**config.mk**
```make
export PLATFORM = sky130hd
export DESIGN_NAME = comparador_serial_ctrl_flat
export DESIGN_NICKNAME = d
export VERILOG_FILES = /design/src/rtl/comparador_serial_ctrl_if.sv /design/src/rtl/comparador_serial_ctrl.sv /design/src/flat_wrapper.sv
export SDC_FILE = /design/constraint.sdc
export NUM_CORES = 1
export LEC_CHECK = 0
export CORE_AREA = 2 2 53 55
export CTS_CLUSTER_DIAMETER = 150
export CTS_CLUSTER_SIZE = 28
export DETAILED_ROUTE_END_ITERATION = 10
export DIE_AREA = 0 0 55 57
export PLACE_DENSITY = 0.75
export SETUP_SLACK_MARGIN = 0.2
export SYNTH_ARGS = -nofsm -noshare
export SYNTH_HDL_FRONTEND = slang
export SYNTH_SLANG_ARGS = --single-unit
```
**constraint.sdc**
```tcl
create_clock -name clk -period 1.95 [get_ports clk]
set_clock_uncertainty 0.1 [all_clocks]
set_input_delay 0.39 -clock clk [delete_from_list [all_inputs] [get_ports clk]]
set_output_delay 0.39 -clock clk [all_outputs]
set_load 0.005 [all_outputs]
```
**src/rtl/comparador_serial_ctrl_if.sv**
```systemverilog
// Handshake and result bundle for the serial magnitude comparator.
// The master drives the request and operands; the slave returns status and results.
interface comparador_serial_ctrl_if #(
    parameter int N = 8
);
    logic         start;
    logic [N-1:0] a_in;
    logic [N-1:0] b_in;
    logic         busy;
    logic         done;
    logic         gt;
    logic         lt;
    logic         eq;

    modport master (
        output start, a_in, b_in,
        input  busy, done, gt, lt, eq
    );

    modport slave (
        input  start, a_in, b_in,
        output busy, done, gt, lt, eq
    );
endinterface

```
**src/rtl/comparador_serial_ctrl.sv**
```systemverilog
// Bit-serial magnitude comparator: one comparator cell is applied MSB first
// over shifted copies of the operands, with optional early termination.
module comparador_serial_ctrl #(
    parameter int N          = 8,
    parameter bit EARLY_EXIT = 1'b1
) (
    input  logic                    clk,
    input  logic                    rst,
    comparador_serial_ctrl_if.slave bus
);
    localparam int CW = $clog2(N);

    typedef enum logic [1:0] {
        IDLE  = 2'd0,
        SHIFT = 2'd1,
        DONE  = 2'd2
    } state_t;

    state_t         state_reg, state_next;
    logic [N-1:0]   sa_reg, sb_reg;
    logic           x_reg, y_reg;
    logic [CW-1:0]  cnt_reg;
    logic           gt_reg, lt_reg, eq_reg;

    logic           a_bit, b_bit;
    logic           f_mid, g_mid;
    logic           finish;

    // (x,y) = 00 equal so far, 10 A greater, 01 A less; once set it sticks.
    assign a_bit  = sa_reg[N-1];
    assign b_bit  = sb_reg[N-1];
    assign f_mid  = x_reg | (~y_reg & a_bit & ~b_bit);
    assign g_mid  = y_reg | (~x_reg & ~a_bit & b_bit);
    assign finish = (cnt_reg == CW'(N - 1)) | (EARLY_EXIT & (f_mid | g_mid));

    always_comb begin
        state_next = state_reg;
        case (state_reg)
            IDLE:    if (bus.start) state_next = SHIFT;
            SHIFT:   if (finish)    state_next = DONE;
            DONE:    state_next = IDLE;
            default: state_next = IDLE;
        endcase
    end

    always_ff @(posedge clk or posedge rst) begin
        if (rst) begin
            state_reg <= IDLE;
            sa_reg    <= '0;
            sb_reg    <= '0;
            x_reg     <= 1'b0;
            y_reg     <= 1'b0;
            cnt_reg   <= '0;
            gt_reg    <= 1'b0;
            lt_reg    <= 1'b0;
            eq_reg    <= 1'b0;
        end else begin
            state_reg <= state_next;
            case (state_reg)
                IDLE: begin
                    if (bus.start) begin
                        sa_reg  <= bus.a_in;
                        sb_reg  <= bus.b_in;
                        x_reg   <= 1'b0;
                        y_reg   <= 1'b0;
                        cnt_reg <= '0;
                    end
                end
                SHIFT: begin
                    x_reg   <= f_mid;
                    y_reg   <= g_mid;
                    sa_reg  <= {sa_reg[N-2:0], 1'b0};
                    sb_reg  <= {sb_reg[N-2:0], 1'b0};
                    // Counter stops at N-1; the FSM leaves SHIFT on that edge.
                    if (!finish) cnt_reg <= cnt_reg + CW'(1);
                    if (finish) begin
                        gt_reg <= f_mid;
                        lt_reg <= g_mid;
                        eq_reg <= ~(f_mid | g_mid);
                    end
                end
                default: ;
            endcase
        end
    end

    // Status comes straight from the state register so it cannot glitch.
    assign bus.busy = (state_reg == SHIFT);
    assign bus.done = (state_reg == DONE);
    assign bus.gt   = gt_reg;
    assign bus.lt   = lt_reg;
    assign bus.eq   = eq_reg;
endmodule

```
**src/flat_wrapper.sv**
```systemverilog
// flat-port wrapper written by rule: the top's interface ports become plain ports
module comparador_serial_ctrl_flat 
#(
    parameter int N          = 8,
    parameter bit EARLY_EXIT = 1'b1
)
  (clk, rst, bus_start, bus_a_in, bus_b_in, bus_busy, bus_done, bus_gt, bus_lt, bus_eq);
  comparador_serial_ctrl_if #(.N(N)) bus_i ();
  input  logic clk;
  input  logic rst;
  input wire logic [$bits(bus_i.start)-1:0] bus_start;
  input wire logic [$bits(bus_i.a_in)-1:0] bus_a_in;
  input wire logic [$bits(bus_i.b_in)-1:0] bus_b_in;
  output wire logic [$bits(bus_i.busy)-1:0] bus_busy;
  output wire logic [$bits(bus_i.done)-1:0] bus_done;
  output wire logic [$bits(bus_i.gt)-1:0] bus_gt;
  output wire logic [$bits(bus_i.lt)-1:0] bus_lt;
  output wire logic [$bits(bus_i.eq)-1:0] bus_eq;
  assign bus_i.start = bus_start;
  assign bus_i.a_in = bus_a_in;
  assign bus_i.b_in = bus_b_in;
  assign bus_busy = bus_i.busy;
  assign bus_done = bus_i.done;
  assign bus_gt = bus_i.gt;
  assign bus_lt = bus_i.lt;
  assign bus_eq = bus_i.eq;
  comparador_serial_ctrl #(.N(N), .EARLY_EXIT(EARLY_EXIT)) u_core (.clk(clk), .rst(rst), .bus(bus_i));
endmodule
```
# Yosys cells after proc, flatten, opt, wreduce, memory -nomap -nowiden
# Cells that the tools add are included.
[classes]
add_sub_neg = 1
eq_ne = 6
n_mux = 13
bitwise_logic = 13
reduce_logical = 6
[ops]
columns = ["cell", "count"]
rows = [
  ["one-hot mux 8 bit (2 select lines)", 2],
  ["2-to-1 mux 8 bit", 2],
  ["2-to-1 mux 3 bit", 2],
  ["one-hot mux 3 bit (2 select lines)", 1],
  ["AND reduction 2 bit", 3],
  ["NOT 1 bit", 5],
  ["AND 1 bit", 4],
  ["2-to-1 mux 2 bit", 2],
  ["!= test 2 bit, second input constant", 2],
  ["bitwise OR 1 bit", 4],
  ["one-hot mux 1 bit (2 select lines)", 2],
  ["one-hot mux 2 bit (2 select lines)", 1],
  ["adder 3 x 1 -> 3 bit, second input constant", 1],
  ["equality test 3 bit, second input constant", 1],
  ["AND reduction 3 bit", 1],
  ["equality test 2 x 1 -> 1 bit, second input constant", 1],
  ["equality test 2 bit, second input constant", 1],
  ["zero test 2 bit", 1],
  ["!= test 2 x 1 -> 1 bit, second input constant", 1],
  ["nonzero test 2 bit", 1],
  ["2-to-1 mux 1 bit", 1],
]
[word_totals]
ff_bits = 26
out_inout_bits = 5
wordCells = 48

# Depth between registers and ports, before layout
[depth]
ltp_word = 8
mapped_depth = 5

# Least setup slack after synthesis
# OpenSTA, ideal clock, no wires.
[synth_timing]
path_kind = "reg-to-reg"
from = "reg u_core.cnt_reg[0]"
to = "reg u_core.cnt_reg[0]"
arrival_time_ns = 1.378
setup_slack_ns = 0.346
path_stages_with_launch = 6
synth_period_minus_slack_ns = 1.604
cell_sequence = "dfrtp_1 -> ha_1 -> ha_1 -> nor3_2 -> a21oi_1 -> a221o_1"
[synth_between]
elab_chain_cells = 4
[synth_rtl]
columns = ["item", "line", "text"]
rows = [
  ["start: declaration", "comparador_serial_ctrl.sv:22", "logic [CW-1:0] cnt_reg;"],
  ["start signal: assignment", "comparador_serial_ctrl.sv:75", "if (!finish) cnt_reg <= cnt_reg + CW'(1);"],
  ["branches (longest 4 deep; another with adder 3 x 1 -> 3 bit)", "--", ""],
]
# Parallel ways; which one is timed is not known. The select of a mux whose other input is x is not followed.
# A chain may end at the register's enable or synchronous reset.

# Worst setup path after layout
# Ends and elaborated chain as after synthesis.

==> out/results.md <==
## Floorplan
* **num ports** 24
* **Initial Util** 0.467
* **Die Outline Area** 3140 um2
* **Die H** 57 um
* **Row Count** 19
* **width of the die** 55 um
* **standard cell core area** 2620 um2

## Clock tree
* **number of sinks handled by clock tree synthesis** 26
* **clock root buffer** clkbuf_4
* **Max H-tree Level** 1
* **worst-skew pair later-pin latency** 0.32 ns
* **Clock Pin Slew Worst Setup and Hold Paths** 0.15 ns
* **CTS Buffer Depth** 2
* **number of clock buffers inserted by TritonCTS** 3
* **hold-fix buffer count after cts** 0
* **CTS tree** built

## Drt
* **Total Routed Length** 2.30 mm
* **Wirelength per Cell** 13.0 um
* **overall via count from detail_route** 909
* **remaining antenna violation count after routing** 0
* **DRC violation count after routing** 0
* **post-detailed-route via-to-cell ratio** 5.14
* **First-pass DRT Iterations** 4
* **DRC violation total after the first TritonRoute iteration** 16

## Status
* **status** finished clean

## Placed design
* **quantity of I/O buffers inserted on ports** 23
* **Inst Count DP** 170
* **HPWL after DPL** 1.72 mm
* **routability congestion estimate** 0.796
* **cell area after placement** 1500 um2

## Synthesis
* **top-area cell type share of the netlist area** 0.533
* **portion of the post-synthesis area used by sequential elements** 0.533
* **number of nets in the synthesized netlist** 136
* **leading post-synthesis cells by cell area** dfrtp_1, mux2i_1, nand2_1
* **share of flip-flops with an asynchronous set or reset** 1.00
* **total of flip-flops plus latches after synthesis** 26
* **Synth Instances** 115
* **post-synth cell types** 28
* **count of yosys warnings during synthesis** 0
* **mapped cell area** 1220 um2
* **Synth area leader** dfrtp_1
* **average cell area after synthesis** 10.6 um2
* **prevailing post-synth register cell** dfrtp_1
* **number of enable-type register cells in the synthesized netlist** 0

## Setup path
* **Critical Path Start Type** flip-flop
* **critical path fanouts, max** 4
* **number of cell instances on the worst register-to-register path** 5
* **CP endpoint kind** flip-flop
* **Crit path required time** 2.07 ns
* **worst setup path category** flip-flop to flip-flop
* **critical path arrival** 1.82 ns

## STA
* **post-layout minimum cycle time** 1.69 ns
* **setup repair after global routing missed its margin** no
* **timing-limited maximum frequency** 591 MHz
* **transition time at the pin with the least slew margin** 0.339 ns
* **Setup violations, final** 0
* **Hold Fails Final Rpt** 0
* **Setup TNS Final** 0 ns
* **number of pins with negative max-slew slack in the final report** 0
* **relative max-transition margin** 0.773
* **share of the clock period used by the worst path** 0.867

## Global route
* **initial antenna violation count** 0
* **first-pass GRT wire length** 4.04 mm
* **maximum number of pins on one net before global-route repair** 27
* **overall overflow remaining after global route** 0
* **GR Util All Layers** 0.174
* **vias in the first global route** 972

## Pwr
* **leakage power** 0.000756 uW
* **total power draw** 2340 uW
* **power density over the cells** 1480 nW/um2
* **maximum vdd ir drop** 0.810 mV

## Cells and area
* **net total in the final layout** 168
* **fraction of layout instances using a drive strength above 1** 0.144
* **Layout Cells excl Fill** 177
* **area taken by flip-flops and latches** 652 um2
* **Finished Cell Area** 1580 um2
* **area of combinational cells with multiple inputs** 538 um2
* **count of fill cells added during filler insertion** 241
* **end-of-flow core utilization** 0.605
* **Antenna diodes** 0
* **Syn-to-layout area delta** 29.6%

## Job
* **max capacitance violation total** 0

## Worst hold path
* **kind of path behind the tightest hold check** input port to asynchronous set/reset pin

==> through the flow <==
step	worst slack, ns	hold WS [ns]
2_1_floorplan	0.346	0.330
3_3_place_gp	0.304	0.367
3_5_place_dp	0.197	0.379
4_1_cts	0.157	0.305
5_1_grt	0.191	0.326
6_report	0.259	0.299
==> worst max-delay path, cell delays in order, from the launching register on <==
cell and delay (ns):
dfrtp_1 0.45, ha_1 0.21, ha_1 0.21, nor3_4 0.25, a21oi_1 0.11, a221o_1 0.27
==> cell usage after synthesis, drive strengths merged, types with 2 or more instances <==
cell type and count:
nand4 2, nand2b 3, mux2i 14, ha 2, inv 3, nand2 23, buf 3, a22o 2
o211ai 2, a21oi 3, nor3b 2, nor2 2, dfrtp 26, o21ai 18
==> layer usage <==
metal  wire length (um)  vias to the layer above  global-route usage
li1                   -                      463                   -
met1               1020                      425               0.217
met2               1180                       19               0.298
met3                 88                        2              0.0288
met4                  8                        0              0.0592
met5                  0                        -                   0
==> cells by family (layout without fill, tap and decap cells) <==
| kind of cell | after synthesis | in the layout | share of synthesized area |
|---|---|---|---|
| flops | 26 | 26 | 0.533 |
| xor+xnor | 1 | 1 | 0.0133 |
| mux | 14 | 14 | 0.115 |
| buf+inv | 8 | 39 | 0.0349 |
| simple gates | 36 | 36 | 0.142 |
| fa+ha+maj | 2 | 2 | 0.0205 |
| compound gates | 28 | 28 | 0.142 |
==> area by class of cell <==
| class | instances | area share |
|---|---|---|
| Sequential cell | 26 | 0.412 |
| Multi-Input combinational cell | 81 | 0.340 |
| Timing Repair Buffer | 31 | 0.180 |
| Tap cell | 31 | 0.0245 |
| Clock inverter | 1 | 0.0190 |
| Clock buffer | 3 | 0.0142 |
| Inverter | 4 | 0.0103 |
==> layout by cell type (no fill, tap or decap), drive strengths merged <==
cell and n:
dlygate4sd2 1, clkinv 1, a22o 2, bufinv 1, nor2b 1, nand3 1
ha 2, nor3b 2, nor3 1, nand2 23, o21ai 18, buf 8
clkbuf 4, inv 3, a21oi 3, and2 1, o211ai 2, a221o 1
xnor2 1, nor2 2, o211a 1, o21bai 1, nand2b 3, nand4 2
mux2i 14, dfrtp 26, clkdlybuf4s50 21
==> path summary, 6_finish.rpt <==
check	start	end	slack (ns)
max	u_core.cnt_reg[0]	u_core.cnt_reg[0]	0.26
min	rst	u_core.sa_reg[3]	0.30
max reg2reg	u_core.cnt_reg[0]	u_core.cnt_reg[0]	0.26
min reg2reg	u_core.sb_reg[5]	u_core.sb_reg[5]	0.41
max in group asynchronous	rst	u_core.state_reg[0]	1.19
min in group clk	u_core.sb_reg[5]	u_core.sb_reg[5]	0.41
==> power breakdown <==
part	leakage (uW)	internal, uW	switching (uW)
registers	0.000326	777	161
clock network	0.0000279	208	157
logic	0.000402	525	510
==> repair_timing <==
item                                   in CTS  in global routing
setup buffers                               2                  1
pin swaps                                   0                  1
endpoints found under the hold margin       0                  0
gates resized for setup                     5                  2
setup endpoints to repair                   4                  3
cloned                                      0                  0
(Power assumes the default switching activity.)
